<file path="src/rtl/mips_pkg.sv">
// rtl/mips_pkg.sv - shared fetch-stage types and constants
package mips_pkg;

  localparam int INST_W = 32;
  localparam logic [31:0] DEFAULT_RESET_PC = 32'h0000_0000;

  typedef enum logic [1:0] {
    IDLE = 2'd0,
    WAIT = 2'd1,
    DROP = 2'd2
  } fetch_state_t;

  typedef struct packed {
    logic [31:0]       pc;
    logic [INST_W-1:0] inst;
  } fetch_entry_t;

endpackage

</file>
<file path="src/rtl/fetch_fifo.sv">
// rtl/fetch_fifo.sv - prefetch FIFO of {pc, inst} entries with flush
module fetch_fifo
  import mips_pkg::*;
#(
  parameter int DEPTH = 4
) (
  input  logic                   clock,
  input  logic                   reset,
  input  logic                   push,
  input  fetch_entry_t           push_data,
  input  logic                   pop,
  input  logic                   flush,
  output logic [$clog2(DEPTH):0] count,
  output fetch_entry_t           head
);

  localparam int PTR_W = $clog2(DEPTH);
  localparam int CNT_W = PTR_W + 1;

  fetch_entry_t     mem [DEPTH];
  logic [PTR_W-1:0] rd_ptr;
  logic [PTR_W-1:0] wr_ptr;

  // Storage is reset so the head reads as zero straight out of reset.
  always_ff @(posedge clock or negedge reset) begin
    if (!reset) begin
      rd_ptr <= '0;
      wr_ptr <= '0;
      count  <= '0;
      for (int i = 0; i < DEPTH; i++) begin
        mem[i] <= '0;
      end
    end else if (flush) begin
      rd_ptr <= '0;
      wr_ptr <= '0;
      count  <= '0;
    end else begin
      if (push) begin
        mem[wr_ptr] <= push_data;
        wr_ptr      <= wr_ptr + PTR_W'(1);
      end
      if (pop) begin
        rd_ptr <= rd_ptr + PTR_W'(1);
      end
      count <= count + CNT_W'(push) - CNT_W'(pop);
    end
  end

  assign head = mem[rd_ptr];

endmodule

</file>
<file path="src/rtl/fetch_unit.sv">
// rtl/fetch_unit.sv - PC owner, imem request FSM and prefetch buffer
module fetch_unit
  import mips_pkg::*;
#(
  parameter int          DEPTH    = 4,
  parameter logic [31:0] RESET_PC = DEFAULT_RESET_PC
) (
  input  logic                   clock,
  input  logic                   reset,
  output logic                   imem_req,
  output logic [31:0]            imem_addr,
  input  logic                   imem_ack,
  input  logic [INST_W-1:0]      imem_rdata,
  output logic                   inst_valid,
  output logic [INST_W-1:0]      inst,
  output logic [31:0]            inst_pc,
  output logic [31:0]            inst_pc_plus4,
  input  logic                   inst_ready,
  input  logic                   redirect,
  input  logic [31:0]            redirect_pc,
  output logic [$clog2(DEPTH):0] fifo_count
);

  localparam int CNT_W = $clog2(DEPTH) + 1;
  localparam logic [CNT_W-1:0] FULL = CNT_W'(DEPTH);

  fetch_state_t     state;
  fetch_state_t     state_nxt;
  logic [31:0]      fetch_pc;
  logic [31:0]      fetch_pc_nxt;
  logic [31:0]      addr_q;
  logic [31:0]      addr_nxt;
  logic [CNT_W-1:0] count;
  logic [CNT_W-1:0] count_after;
  logic             push;
  logic             pop;
  fetch_entry_t     push_entry;
  fetch_entry_t     head;

  assign pop         = inst_valid && inst_ready;
  assign push        = (state == WAIT) && imem_ack && !redirect;
  assign count_after = count + CNT_W'(push) - CNT_W'(pop);
  assign push_entry  = '{pc: fetch_pc, inst: imem_rdata};

  always_comb begin
    state_nxt    = state;
    fetch_pc_nxt = fetch_pc;
    if (redirect) begin
      fetch_pc_nxt = redirect_pc & ~32'd3;
      case (state)
        WAIT:    state_nxt = imem_ack ? IDLE : DROP;
        DROP:    state_nxt = imem_ack ? IDLE : DROP;
        default: state_nxt = IDLE;
      endcase
    end else begin
      case (state)
        IDLE: begin
          if (count < FULL) state_nxt = WAIT;
        end
        WAIT: begin
          if (imem_ack) begin
            fetch_pc_nxt = fetch_pc + 32'd4;
            state_nxt    = (count_after < FULL) ? WAIT : IDLE;
          end
        end
        DROP: begin
          if (imem_ack) state_nxt = WAIT;
        end
        default: state_nxt = IDLE;
      endcase
    end
  end

  // While a cancelled request is still outstanding the bus must keep its address.
  assign addr_nxt = (state_nxt == DROP) ? addr_q : fetch_pc_nxt;

  always_ff @(posedge clock or negedge reset) begin
    if (!reset) begin
      state    <= IDLE;
      fetch_pc <= RESET_PC;
      addr_q   <= RESET_PC;
    end else begin
      state    <= state_nxt;
      fetch_pc <= fetch_pc_nxt;
      addr_q   <= addr_nxt;
    end
  end

  fetch_fifo #(
    .DEPTH(DEPTH)
  ) u_fifo (
    .clock    (clock),
    .reset    (reset),
    .push     (push),
    .push_data(push_entry),
    .pop      (pop),
    .flush    (redirect),
    .count    (count),
    .head     (head)
  );

  assign imem_req      = (state != IDLE);
  assign imem_addr     = addr_q;
  assign inst_valid    = (count != '0);
  assign inst          = head.inst;
  assign inst_pc       = head.pc;
  assign inst_pc_plus4 = head.pc + 32'd4;
  assign fifo_count    = count;

endmodule

</file>
<file path="config.mk">
export PLATFORM = sky130hd
export DESIGN_NAME = fetch_unit
export DESIGN_NICKNAME = d
export VERILOG_FILES = /design/src/rtl/mips_pkg.sv /design/src/rtl/fetch_fifo.sv /design/src/rtl/fetch_unit.sv
export SDC_FILE = /design/constraint.sdc
export NUM_CORES = 1
export LEC_CHECK = 0
export ABC_CLOCK_PERIOD_IN_PS = 4400
export CORE_MARGIN = 8
export CORE_UTILIZATION = 30
export DETAILED_ROUTE_END_ITERATION = 10
export PLACE_DENSITY = 0.48
export SYNTH_ARGS = -nofsm -noshare
export SYNTH_HDL_FRONTEND = slang
export SYNTH_SLANG_ARGS = --single-unit
</file>
<file path="constraint.sdc">
create_clock -name clock -period 4.4 [get_ports clock]
set_input_delay 0.88 -clock clock [delete_from_list [all_inputs] [get_ports clock]]
set_output_delay 0.88 -clock clock [all_outputs]
set_load 0.01 [all_outputs]
</file>
==> parameters.txt, run 1 <==
Parameter                              Value

Outcome
  Run status    complete, no violations

Setup path
  Category of the worst setup path capture point    primary output
  Critical path buffers and inverters    2
  CP startpoint kind    flop
  Family with the most delay on the worst path    buffers and inverters
  R2R depth    13
  FF-to-FF Start    u_fifo.count[1]
  WS Path Type    flop to primary output
  Worst path cell trace    buf_4 > mux4_2 > and4_1 > nand3_2 > nor3_1 > xor2_1 > clkdlybuf4s50_1
  Data required time at the worst endpoint    between 3 and 4 ns
  R2R Path End    imem_addr[17]
  Worst endpoint data arrival time    around 3.5 ns
  Crit path max-delay cell type    sky130_fd_sc_hd__dfrtp_4
  Top fanout value on the critical path    14
  R2R Setup Slk    between 0.9 and 1 ns
  Maximum cell stage delay along the critical path    roughly 0.6 ns

Layout
  Share of post-route cells with drive strength above 1    ~34%
  Post-layout net count    roughly 1400
  Final cell count without fillers    ~2000
  Relative area change from synthesis to final layout    28.34%

Logic synthesis
  Synth Warn #    0
  Syn_nets    approximately 1200
  Leading post-synthesis cells by cell area    sky130_fd_sc_hd__dfrtp_1 (54%), sky130_fd_sc_hd__mux2_2 (19%), sky130_fd_sc_hd__mux4_2 (9.2%)
  Sequential element share of the synthesized area    between 50% and 60%
  Commonest register cell after synthesis    sky130_fd_sc_hd__dfrtp_1
  Post-synthesis sequential element count    329
  Mean instance size in the synthesized netlist    ~14 um2
  Summed instance area of the synthesized netlist    ~15000 um2
  Commonest cells post-synth    sky130_fd_sc_hd__dfrtp_1 (329), sky130_fd_sc_hd__mux2_2 (253), sky130_fd_sc_hd__mux4_2 (62)
  Leading area contributor after synthesis    sky130_fd_sc_hd__dfrtp_1
  Post-synthesis cell count    about 1100
  Number of flops mapped to enable cells by yosys    0
  Async SR Flop Fraction    between 90% and 100%
  Post-synth top area share    54.17%
  Post-synthesis cell type count    just over 50
  Most frequent cell after synthesis    sky130_fd_sc_hd__dfrtp_1

Place
  Number of port buffers    199
  Gp weighted congestion    0.7459
  Worst Setup Slack post-DPL    0.3927 ns
  Final HPWL from detailed placement    just under 30 mm
  Number of cells after detailed placement    about 1900

Timing
  Slew @ Worst Pin    about 1.0 ns
  WHS    around 0.34 ns
  Final cycle utilization of the critical path    98.46%
  Clock skew after layout    around 0.016 ns
  Final worst path period need    between 4 and 5 ns
  Setup Viol. Count Final    0
  Slew Viols, Final    0
  RSZ-0062 raised after global routing    true
  Final setup slack of the worst path    about 0.068 ns
  Relative max-transition margin    between 20% and 30%
  Final hold violation count    0
  Top achievable clock speed    between 0.2 and 0.25 GHz

Drt
  WL final    about 42 mm
  DRT met1 WL    19.26 mm
  Uppermost layer routed    met4
  Residual DRC    0
  Met2 wirelength from detailed routing    a little under 20 mm
  Remaining number of nets flagged by the antenna check after routing    0
  Iter 0 DRT Violations    447
  Router iterations before antenna repair    4
  Count of vias placed by the detailed router    between 9000 and 10000
  DR WL/cell    21.29 um
  Via count normalized by instance count    around 4.8
  DR WL met3    between 2 and 3 mm

Floorplanning
  Initial core utilization    a little under a third
  Die Area    ~58000 um2
  Area of the core    50070 um2
  Die height    approximately 240 um
  Number of top-level pins    between 200 and 250
  Overall die width    241.1 um
  Rows    between 80 and 90

Clock network
  Worst-skew pair later-pin latency    0.55 ns
  CTS root buf    sky130_fd_sc_hd__clkbuf_16
  Clock tree from TritonCTS    yes
  Total CTS buffers    40
  Number of buffers between clock root and the deepest sink    3
  Clk pin slew, worst setup/hold paths    roughly 0.060 ns
  H-tree levels    2
  Clk sinks    ~330

Run
  Max cap viols    0

Global routing
  Pin count of the biggest net entering global routing    115
  Remaining global-route overflow    0
  Antenna violations before repair    0
  Number of global-route vias before repair    between 10000 and 15000
  Overall track demand over capacity in global routing    around 15%
  Global-route wire length before repair    65.90 mm

Pwr
  Leakage power of the design    around 8.6 nW
  Maximum resistive drop on vdd    around 0.4 mV
  Pwr dens    about 630 nW/um2
  Final Total Pwr    about 12 mW

Min path
  HP Class    input pin to asynchronous set/reset pin
cell type report:
class / count / area (um2)
clock inverter: 17 / 221.5
tap: 672 / 840.8
inverter: 24 / 90.09
antenna: 1 / 2.502
clock buffer: 55 / 1139
multi-input combinational: 664 / 6631
sequential: 329 / 8240
fill: 4866 / 30560
timing repair buffer: 233 / 2342
placed cells by master (no fill, tap or decap), types with 8 or more instances in the layout:
| cell | n |
|---|---|
| sky130_fd_sc_hd__clkbuf_16 | 41 |
| sky130_fd_sc_hd__nand4_1 | 18 |
| sky130_fd_sc_hd__clkbuf_1 | 8 |
| sky130_fd_sc_hd__ha_1 | 12 |
| sky130_fd_sc_hd__a31oi_1 | 16 |
| sky130_fd_sc_hd__o31ai_1 | 12 |
| sky130_fd_sc_hd__buf_4 | 27 |
| sky130_fd_sc_hd__dfrtp_1 | 327 |
| sky130_fd_sc_hd__xnor2_1 | 16 |
| sky130_fd_sc_hd__and3_1 | 11 |
| sky130_fd_sc_hd__and2_1 | 10 |
| sky130_fd_sc_hd__o21ai_0 | 40 |
| sky130_fd_sc_hd__mux2_2 | 253 |
| sky130_fd_sc_hd__clkinv_2 | 9 |
| sky130_fd_sc_hd__inv_1 | 23 |
| sky130_fd_sc_hd__or4_1 | 12 |
| sky130_fd_sc_hd__mux2_1 | 8 |
| sky130_fd_sc_hd__clkdlybuf4s50_1 | 194 |
| sky130_fd_sc_hd__nand2_1 | 48 |
| sky130_fd_sc_hd__nor2_1 | 29 |
| sky130_fd_sc_hd__nand3_1 | 25 |
| sky130_fd_sc_hd__mux4_2 | 63 |
| sky130_fd_sc_hd__xor2_1 | 20 |
worst register-to-register path: stages (launching register included):
cell                       delay (ns)
sky130_fd_sc_hd__dfrtp_1         0.43
sky130_fd_sc_hd__or3_1           0.41
sky130_fd_sc_hd__and2_1          0.21
sky130_fd_sc_hd__ha_1            0.28
sky130_fd_sc_hd__inv_1           0.06
sky130_fd_sc_hd__ha_1            0.12
sky130_fd_sc_hd__inv_1           0.05
sky130_fd_sc_hd__fa_1            0.36
sky130_fd_sc_hd__xnor3_1         0.21
sky130_fd_sc_hd__o31ai_1         0.31
sky130_fd_sc_hd__a211oi_2        0.17
sky130_fd_sc_hd__nor2_4          0.17
sky130_fd_sc_hd__buf_12          0.21
sky130_fd_sc_hd__mux2_2          0.37
flip-flops by register name (all words and copies together), names as in the netlist:
name	count
fetch_pc	32
imem_addr	32
state	2
u_fifo.count	3
u_fifo.mem	256
u_fifo.rd_ptr	2
u_fifo.wr_ptr	2
layer usage:
metal  up-vias  track usage (%)
li1       4424                -
met1      5002            20.12
met2       190            23.27
met3        57            3.939
met4         0            4.038
met5         -                0
cells by family (layout without fill, tap and decap cells):
| group | Yosys count | after routing | share of synthesized area, % |
|---|---|---|---|
| compound gates | 90 | 90 | 3.622 |
| buf+inv | 95 | 329 | 2.741 |
| other cells | 0 | 1 | 0 |
| mux | 326 | 326 | 28.93 |
| flops | 329 | 329 | 54.17 |
| xor+xnor | 41 | 41 | 2.453 |
| simple gates | 194 | 194 | 6.964 |
| fa+ha+maj | 13 | 13 | 1.120 |
metrics by stage:
stage	instance area, um2	TNS [ns]	util (%)
6_report	19510	0	38.96
5_1_grt	19510	-0.7563	38.96
4_1_cts	19440	-0.3660	38.83
3_5_place_dp	18060	0	36.08
3_3_place_gp	18060	0	36.08
2_1_floorplan	15200	0	-
what timing repair did:
item                       in CTS  in global routing
setup endpoints to repair      15                 22
buffers inserted                0                  4
hold buffers                    0                  0
gates resized for setup         6                  9
pin swaps                       0                  2
power by group:
| part | switching (mW) | internal, mW |
|---|---|---|
| sequential | 0.419 | 3.72 |
| combinational | 2.10 | 2.64 |
| clock | 1.31 | 2.10 |
| total | 3.82 | 8.46 |
worst max path at each step:
stage | startpoint | to | slack, ns | cells past startpoint
floorplan | imem_ack | imem_addr[12] | 0.80 | 12
global placement | inst_ready | imem_addr[7] | 0.40 | 13
detailed placement | inst_ready | imem_addr[6] | 0.39 | 13
CTS | u_fifo.rd_ptr[0] | inst_pc_plus4[23] | -0.07 | 8
global route | u_fifo.rd_ptr[0] | inst_pc_plus4[20] | -0.11 | 7
finish | u_fifo.rd_ptr[0] | inst_pc_plus4[17] | 0.07 | 7
Note: power is estimated with default switching activity, not from simulation.
==> inputs of run 2 (changes only) <==
--- a/config.mk
+++ b/config.mk
@@ -8,8 +8,11 @@
 export ABC_CLOCK_PERIOD_IN_PS = 4400
 export CORE_MARGIN = 8
 export CORE_UTILIZATION = 30
+export CTS_BUF_LIST = sky130_fd_sc_hd__clkbuf_4 sky130_fd_sc_hd__clkbuf_8 sky130_fd_sc_hd__clkbuf_16
 export DETAILED_ROUTE_END_ITERATION = 10
 export PLACE_DENSITY = 0.48
+export SETUP_SLACK_MARGIN = 0.15
+export SLEW_MARGIN = 20
 export SYNTH_ARGS = -nofsm -noshare
 export SYNTH_HDL_FRONTEND = slang
 export SYNTH_SLANG_ARGS = --single-unit
==> run 2 against run 1 <==
Worst setup slack improved by 0.19 ns. Sequential power decreased by 1%. Fmax up 4.7%. Via count is 0.12% higher. Critical path type unchanged. Largest cell class unchanged.
==> parameters.txt, run 2 (same netlist as run 1, synthesis figures left out) <==
Parameter                              Value

Drt
  Remaining number of nets flagged by the antenna check after routing    0
  WL final    42.90 mm
  Router iterations before antenna repair    4
  Count of vias placed by the detailed router    around 9700
  DR WL/cell    21.43 um
  Iter 0 DRT Violations    480
  Via count normalized by instance count    roughly 4.8
  Residual DRC    0

Timing
  Final-layout setup total negative slack    0 ns
  Top achievable clock speed    0.2416 GHz
  Final cycle utilization of the critical path    94.05%
  Relative max-transition margin    48.78%
  Final setup slack of the worst path    0.2617 ns
  Setup Viol. Count Final    0
  Final worst path period need    about 4.1 ns
  Clock skew after layout    between 0.015 and 0.02 ns
  Final hold violation count    0
  RSZ-0062 raised after global routing    true
  Slew Viols, Final    0
  Slew @ Worst Pin    0.7683 ns

Pwr
  Switching share of power    31.10%
  Maximum resistive drop on vdd    between 0.3 and 0.4 mV
  Internal power consumption    ~8.6 mW
  Pwr dens    between 600 and 700 nW/um2
  Switching pwr    ~3.9 mW
  Sequential fraction of design power    between 30 and 40%
  Leakage power of the design    8.746 nW
  Combinational cell fraction of total power    between 30% and 40%
  Share of total power in the clock network    between 20% and 30%
  Final Total Pwr    12.42 mW

Layout
  Max FFs per register    between 200 and 300
  Final cell count without fillers    2002
  Post-layout net count    roughly 1400
  Relative area change from synthesis to final layout    29.57%
  Share of post-route cells with drive strength above 1    between 30% and 40%
  Register bank with the most flops    u_fifo.mem
  Most common library cell in the layout ignoring fill and taps    sky130_fd_sc_hd__dfrtp_1
  Area of all placed cells without fillers    ~20000 um2
  Commonest cells after routing, fill and taps aside    sky130_fd_sc_hd__dfrtp_1 (327), sky130_fd_sc_hd__mux2_2 (253), sky130_fd_sc_hd__clkdlybuf4s50_1 (184), sky130_fd_sc_hd__mux4_2 (63), sky130_fd_sc_hd__nand2_1 (48)

Floorplanning
  Area of the core    about 50000 um2
  Initial core utilization    between 30 and 40%
  Rows    82
  Die height    between 200 and 250 um
  Number of top-level pins    202
  Overall die width    ~240 um
  Die Area    between 50000 and 60000 um2

Clock network
  Worst-skew pair later-pin latency    0.55 ns
  Number of buffers between clock root and the deepest sink    3
  Number of buffers added to fix hold violations after cts    0
  Clk sinks    329
  CTS root buf    sky130_fd_sc_hd__clkbuf_16
  Clk pin slew, worst setup/hold paths    about 0.06 ns
  Clock tree from TritonCTS    yes
  Total CTS buffers    40
  H-tree levels    2

Global routing
  Overall track demand over capacity in global routing    approximately 15%
  Pin count of the biggest net entering global routing    about 120
  Antenna violations before repair    0
  Global-route wire length before repair    66.14 mm
  Remaining global-route overflow    0
  Number of global-route vias before repair    approximately 10000

Place
  Number of port buffers    around 200
  Number of cells after detailed placement    between 1500 and 2000
  Gp weighted congestion    ~0.75
  Worst Setup Slack post-DPL    approximately 0.39 ns
  Final HPWL from detailed placement    approximately 29 mm
  Total cell area at the placement stage    ~18000 um2

Setup path
  Worst endpoint data arrival time    3.26 ns
  FF-to-FF Start    u_fifo.count[1]
  Launching instance or port of the critical path    u_fifo.rd_ptr[0]
  R2R Setup Slk    0.91 ns
  WS Path Type    flop to primary output
  Category of the worst setup path capture point    primary output
  CP startpoint kind    flop
  Data required time at the worst endpoint    3.52 ns
  Top fanout value on the critical path    7
  R2R depth    13

Run
  Max cap viols    0

Min path
  HP Class    input pin to asynchronous set/reset pin

Outcome
  Run status    complete, no violations
==> run 2: cell type report <==
type,instances,area (um2)
Fill cell,4853,30370
Timing Repair Buffer,239,2464
Tap cell,672,840.8
Clock inverter,17,221.5
Multi-Input combinational cell,664,6664
Clock buffer,55,1169
Sequential cell,329,8240
Antenna cell,2,5.005
Inverter,24,90.09
==> run 2: metrics by stage <==
stage | utilization [%] | hold slack, ns
2_1_floorplan | - | 0.4446
3_3_place_gp | 36.08 | 0.4579
3_5_place_dp | 36.08 | 0.4693
4_1_cts | 39.07 | 0.3355
5_1_grt | 39.32 | 0.3702
6_report | 39.33 | 0.3395
==> run 2: power groups by stage <==
stage / Clock, mW / Combinational, mW / Sequential [mW]
after floorplan: 0 / 2.51 / 4.04
after global routing: 3.73 / 5.23 / 4.20
final: 3.46 / 4.86 / 4.10
after CTS: 3.60 / 4.90 / 4.11
after detailed placement: 0 / 4.77 / 4.20
after global placement: 0 / 4.74 / 4.18
==> run 2: metal layers <==
layer | part of all wire [%] | track usage [%] | up-vias
met5 | 0 | 0 | -
met1 | 46 | 20.21 | 5012
li1 | - | - | 4431
met2 | 46 | 23.37 | 185
met3 | 5.7 | 3.996 | 57
met4 | 2.4 | 4.038 | 0
==> run 2: worst max-delay path: stages (launching register included) <==
cell	delay [ns]
sky130_fd_sc_hd__dfrtp_4	0.50
sky130_fd_sc_hd__buf_6	0.17
sky130_fd_sc_hd__mux4_2	0.45
sky130_fd_sc_hd__nand2_1	0.20
sky130_fd_sc_hd__or2_4	0.33
sky130_fd_sc_hd__nor4_4	0.31
sky130_fd_sc_hd__xor2_1	0.18
sky130_fd_sc_hd__clkdlybuf4s50_1	0.57
==> run 2: what timing repair did <==
| action | in CTS | in global routing |
|---|---|---|
| endpoints found under the setup margin | 24 | 17 |
| hold endpoints to repair | 0 | 0 |
| pin swaps | 3 | 2 |
| buffers inserted | 7 | 2 |
| resized for setup | 13 | 20 |
| cloned | 0 | 1 |
==> run 2: path summary, 6_finish.rpt <==
kind,end
max in group asynchronous,u_fifo.mem[27]
min in group clock,u_fifo.mem[253]
min,u_fifo.mem[185]
min reg2reg,u_fifo.mem[253]
max,inst_pc_plus4[21]
max reg2reg,imem_addr[17]
==> inputs of run 3 (changes only) <==
--- a/config.mk
+++ b/config.mk
@@ -6,6 +6,7 @@
 export NUM_CORES = 1
 export LEC_CHECK = 0
 export ABC_CLOCK_PERIOD_IN_PS = 4400
+export CORE_ASPECT_RATIO = 0.9
 export CORE_MARGIN = 8
 export CORE_UTILIZATION = 30
 export CTS_BUF_LIST = sky130_fd_sc_hd__clkbuf_4 sky130_fd_sc_hd__clkbuf_8 sky130_fd_sc_hd__clkbuf_16
==> run 3 against run 2 <==
Power is 0.56% lower. Sequential share of layout area is 0.080 points higher. Critical path type unchanged. Final cell count is 0.30% higher. Flip-flop and latch count stayed put. Clock skew is 0.0013 ns higher. Final area is 0.19% lower. Non-clock buffer count is 3 higher. Critical path depth stayed put.
==> parameters.txt, run 3 (same netlist as run 1, synthesis figures left out) <==
Parameter                              Value

Outcome
  Run status    complete, no violations

Clock network
  H-tree levels    2
  Number of buffers between clock root and the deepest sink    3
  Total CTS buffers    39
  Clk pin slew, worst setup/hold paths    0.06 ns
  Number of buffers added to fix hold violations after cts    0
  CTS root buf    sky130_fd_sc_hd__clkbuf_16
  Clock tree from TritonCTS    yes
  Clk sinks    roughly 330
  Worst-skew pair later-pin latency    0.54 ns

Layout
  Layout fillers    slightly below 5000
  Area of all placed cells without fillers    approximately 20000 um2
  Commonest cells after routing, fill and taps aside    sky130_fd_sc_hd__dfrtp_1 (327), sky130_fd_sc_hd__mux2_2 (253), sky130_fd_sc_hd__clkdlybuf4s50_1 (185), sky130_fd_sc_hd__mux4_2 (63), sky130_fd_sc_hd__nand2_1 (48)
  Post-layout net count    1382
  Relative area change from synthesis to final layout    29.32%
  Final cell count without fillers    roughly 2000
  Register bank with the most flops    u_fifo.mem
  Share of post-route cells with drive strength above 1    34.64%
  Most common library cell in the layout ignoring fill and taps    sky130_fd_sc_hd__dfrtp_1
  Max FFs per register    256
  Antenna cells    0

Global routing
  Pin count of the biggest net entering global routing    109
  Antenna violations before repair    0
  Global-route wire length before repair    about 67 mm
  Number of global-route vias before repair    around 11000
  Overall track demand over capacity in global routing    between 10% and 20%
  Remaining global-route overflow    0

Setup path
  R2R depth    13
  CP startpoint kind    flop
  FF-to-FF Start    u_fifo.count[1]
  R2R Path End    imem_addr[26]
  Worst endpoint data arrival time    3.25 ns
  Category of the worst setup path capture point    primary output
  Top fanout value on the critical path    11
  WS Path Type    flop to primary output
  R2R Setup Slk    between 0.7 and 0.8 ns
  Data required time at the worst endpoint    between 3 and 4 ns

Drt
  Residual DRC    0
  DR WL/cell    21.43 um
  Router iterations before antenna repair    4
  Count of vias placed by the detailed router    9777
  WL final    between 40 and 50 mm
  Via count normalized by instance count    ~5
  Iter 0 DRT Violations    442
  Remaining number of nets flagged by the antenna check after routing    0

Place
  Total cell area at the placement stage    ~18000 um2
  Number of cells after detailed placement    1928
  Final HPWL from detailed placement    about 29 mm
  Worst Setup Slack post-DPL    ~0.29 ns
  Gp weighted congestion    between 0.7 and 0.8
  Number of port buffers    199

Timing
  Final worst path period need    approximately 4.1 ns
  Final setup slack of the worst path    0.2687 ns
  Final cycle utilization of the critical path    a little over nine tenths
  Top achievable clock speed    0.2421 GHz
  Slew @ Worst Pin    between 0.8 and 0.9 ns
  Relative max-transition margin    41.46%
  Final-layout setup total negative slack    0 ns
  Setup Viol. Count Final    0
  Slew Viols, Final    0
  RSZ-0062 raised after global routing    true
  Clock skew after layout    ~0.019 ns
  Final hold violation count    0

Pwr
  Internal power consumption    around 8.5 mW
  Sequential fraction of design power    approximately a third
  Switching share of power    a little over 30%
  Leakage power of the design    between 8 and 9 nW
  Share of total power in the clock network    between 20% and 30%
  Maximum resistive drop on vdd    between 0.3 and 0.4 mV
  Final Total Pwr    about 12 mW
  Switching pwr    3.819 mW
  Combinational cell fraction of total power    between 30 and 40%
  Pwr dens    628.4 nW/um2

Min path
  HP Class    input pin to asynchronous set/reset pin

Floorplanning
  Die height    about 230 um
  Initial core utilization    between 30 and 40%
  Die Area    ~58000 um2
  Number of top-level pins    202
  Rows    between 70 and 80
  Area of the core    slightly above 50000 um2
  Overall die width    roughly 250 um

Run
  Max cap viols    0
[run 3: stage by stage]
stage	utilization [%]	hold slack, ns
global placement	36.02	0.4567
finish	39.11	0.4300
floorplan	-	0.4446
CTS	39.05	0.4424
detailed placement	36.02	0.4668
global route	39.11	0.4781
[run 3: how the worst max path moves through the flow]
stage / from / end / slack [ns] / cells after the start
2_1_floorplan: imem_ack / imem_addr[12] / 0.80 / 12
3_3_place_gp: inst_ready / imem_addr[25] / 0.31 / 13
3_5_place_dp: imem_ack / imem_addr[26] / 0.29 / 12
4_1_cts: u_fifo.rd_ptr[0] / inst_pc_plus4[9] / 0.17 / 8
5_1_grt: u_fifo.rd_ptr[0] / inst_pc_plus4[9] / 0.13 / 8
6_report: u_fifo.rd_ptr[0] / inst_pc_plus4[21] / 0.27 / 7
[run 3: repair_timing]
item	4_1_cts	5_1_grt
gates resized for setup	24	4
buffers inserted	9	2
pin swaps	2	0
endpoints found under the setup margin	24	8
[run 3: power by group through the flow]
stage          registers, mW  clock network [mW]  logic, mW
5_1_grt                 4.23                3.69       5.14
6_report                4.13                3.44       4.78
3_5_place_dp            4.23                   0       4.73
3_3_place_gp            4.21                   0       4.70
4_1_cts                 4.13                3.57       4.89
2_1_floorplan           4.04                   0       2.51
[run 3: cell type report]
| type | count | area, um2 | area share (%) |
|---|---|---|---|
| clock buffers | 57 | 1186 | 6.034 |
| clock inverters | 12 | 191.4 | 0.9739 |
| inverters | 24 | 90.09 | 0.4583 |
| multi-input cells | 664 | 6643 | 33.79 |
| flip-flops and latches | 329 | 8240 | 41.92 |
| well taps | 680 | 850.8 | 4.328 |
| repair buffers | 242 | 2455 | 12.49 |
[run 3: critical path: stages, from the launching register on]
cell and delay [ns]:
sky130_fd_sc_hd__dfrtp_4 0.52, sky130_fd_sc_hd__buf_16 0.18, sky130_fd_sc_hd__mux4_2 0.47, sky130_fd_sc_hd__nand3_4 0.16, sky130_fd_sc_hd__or2_4 0.30, sky130_fd_sc_hd__nor4_4 0.29, sky130_fd_sc_hd__xor2_1 0.22, sky130_fd_sc_hd__clkdlybuf4s50_1 0.58
[run 3: routing by layer]
layer	part of all wire [%]	track usage [%]	up-vias
met5	0	0	-
met4	2.1	4.151	0
met3	4.8	2.842	58
met2	46	23.35	206
met1	47	21.04	5092
li1	-	-	4421
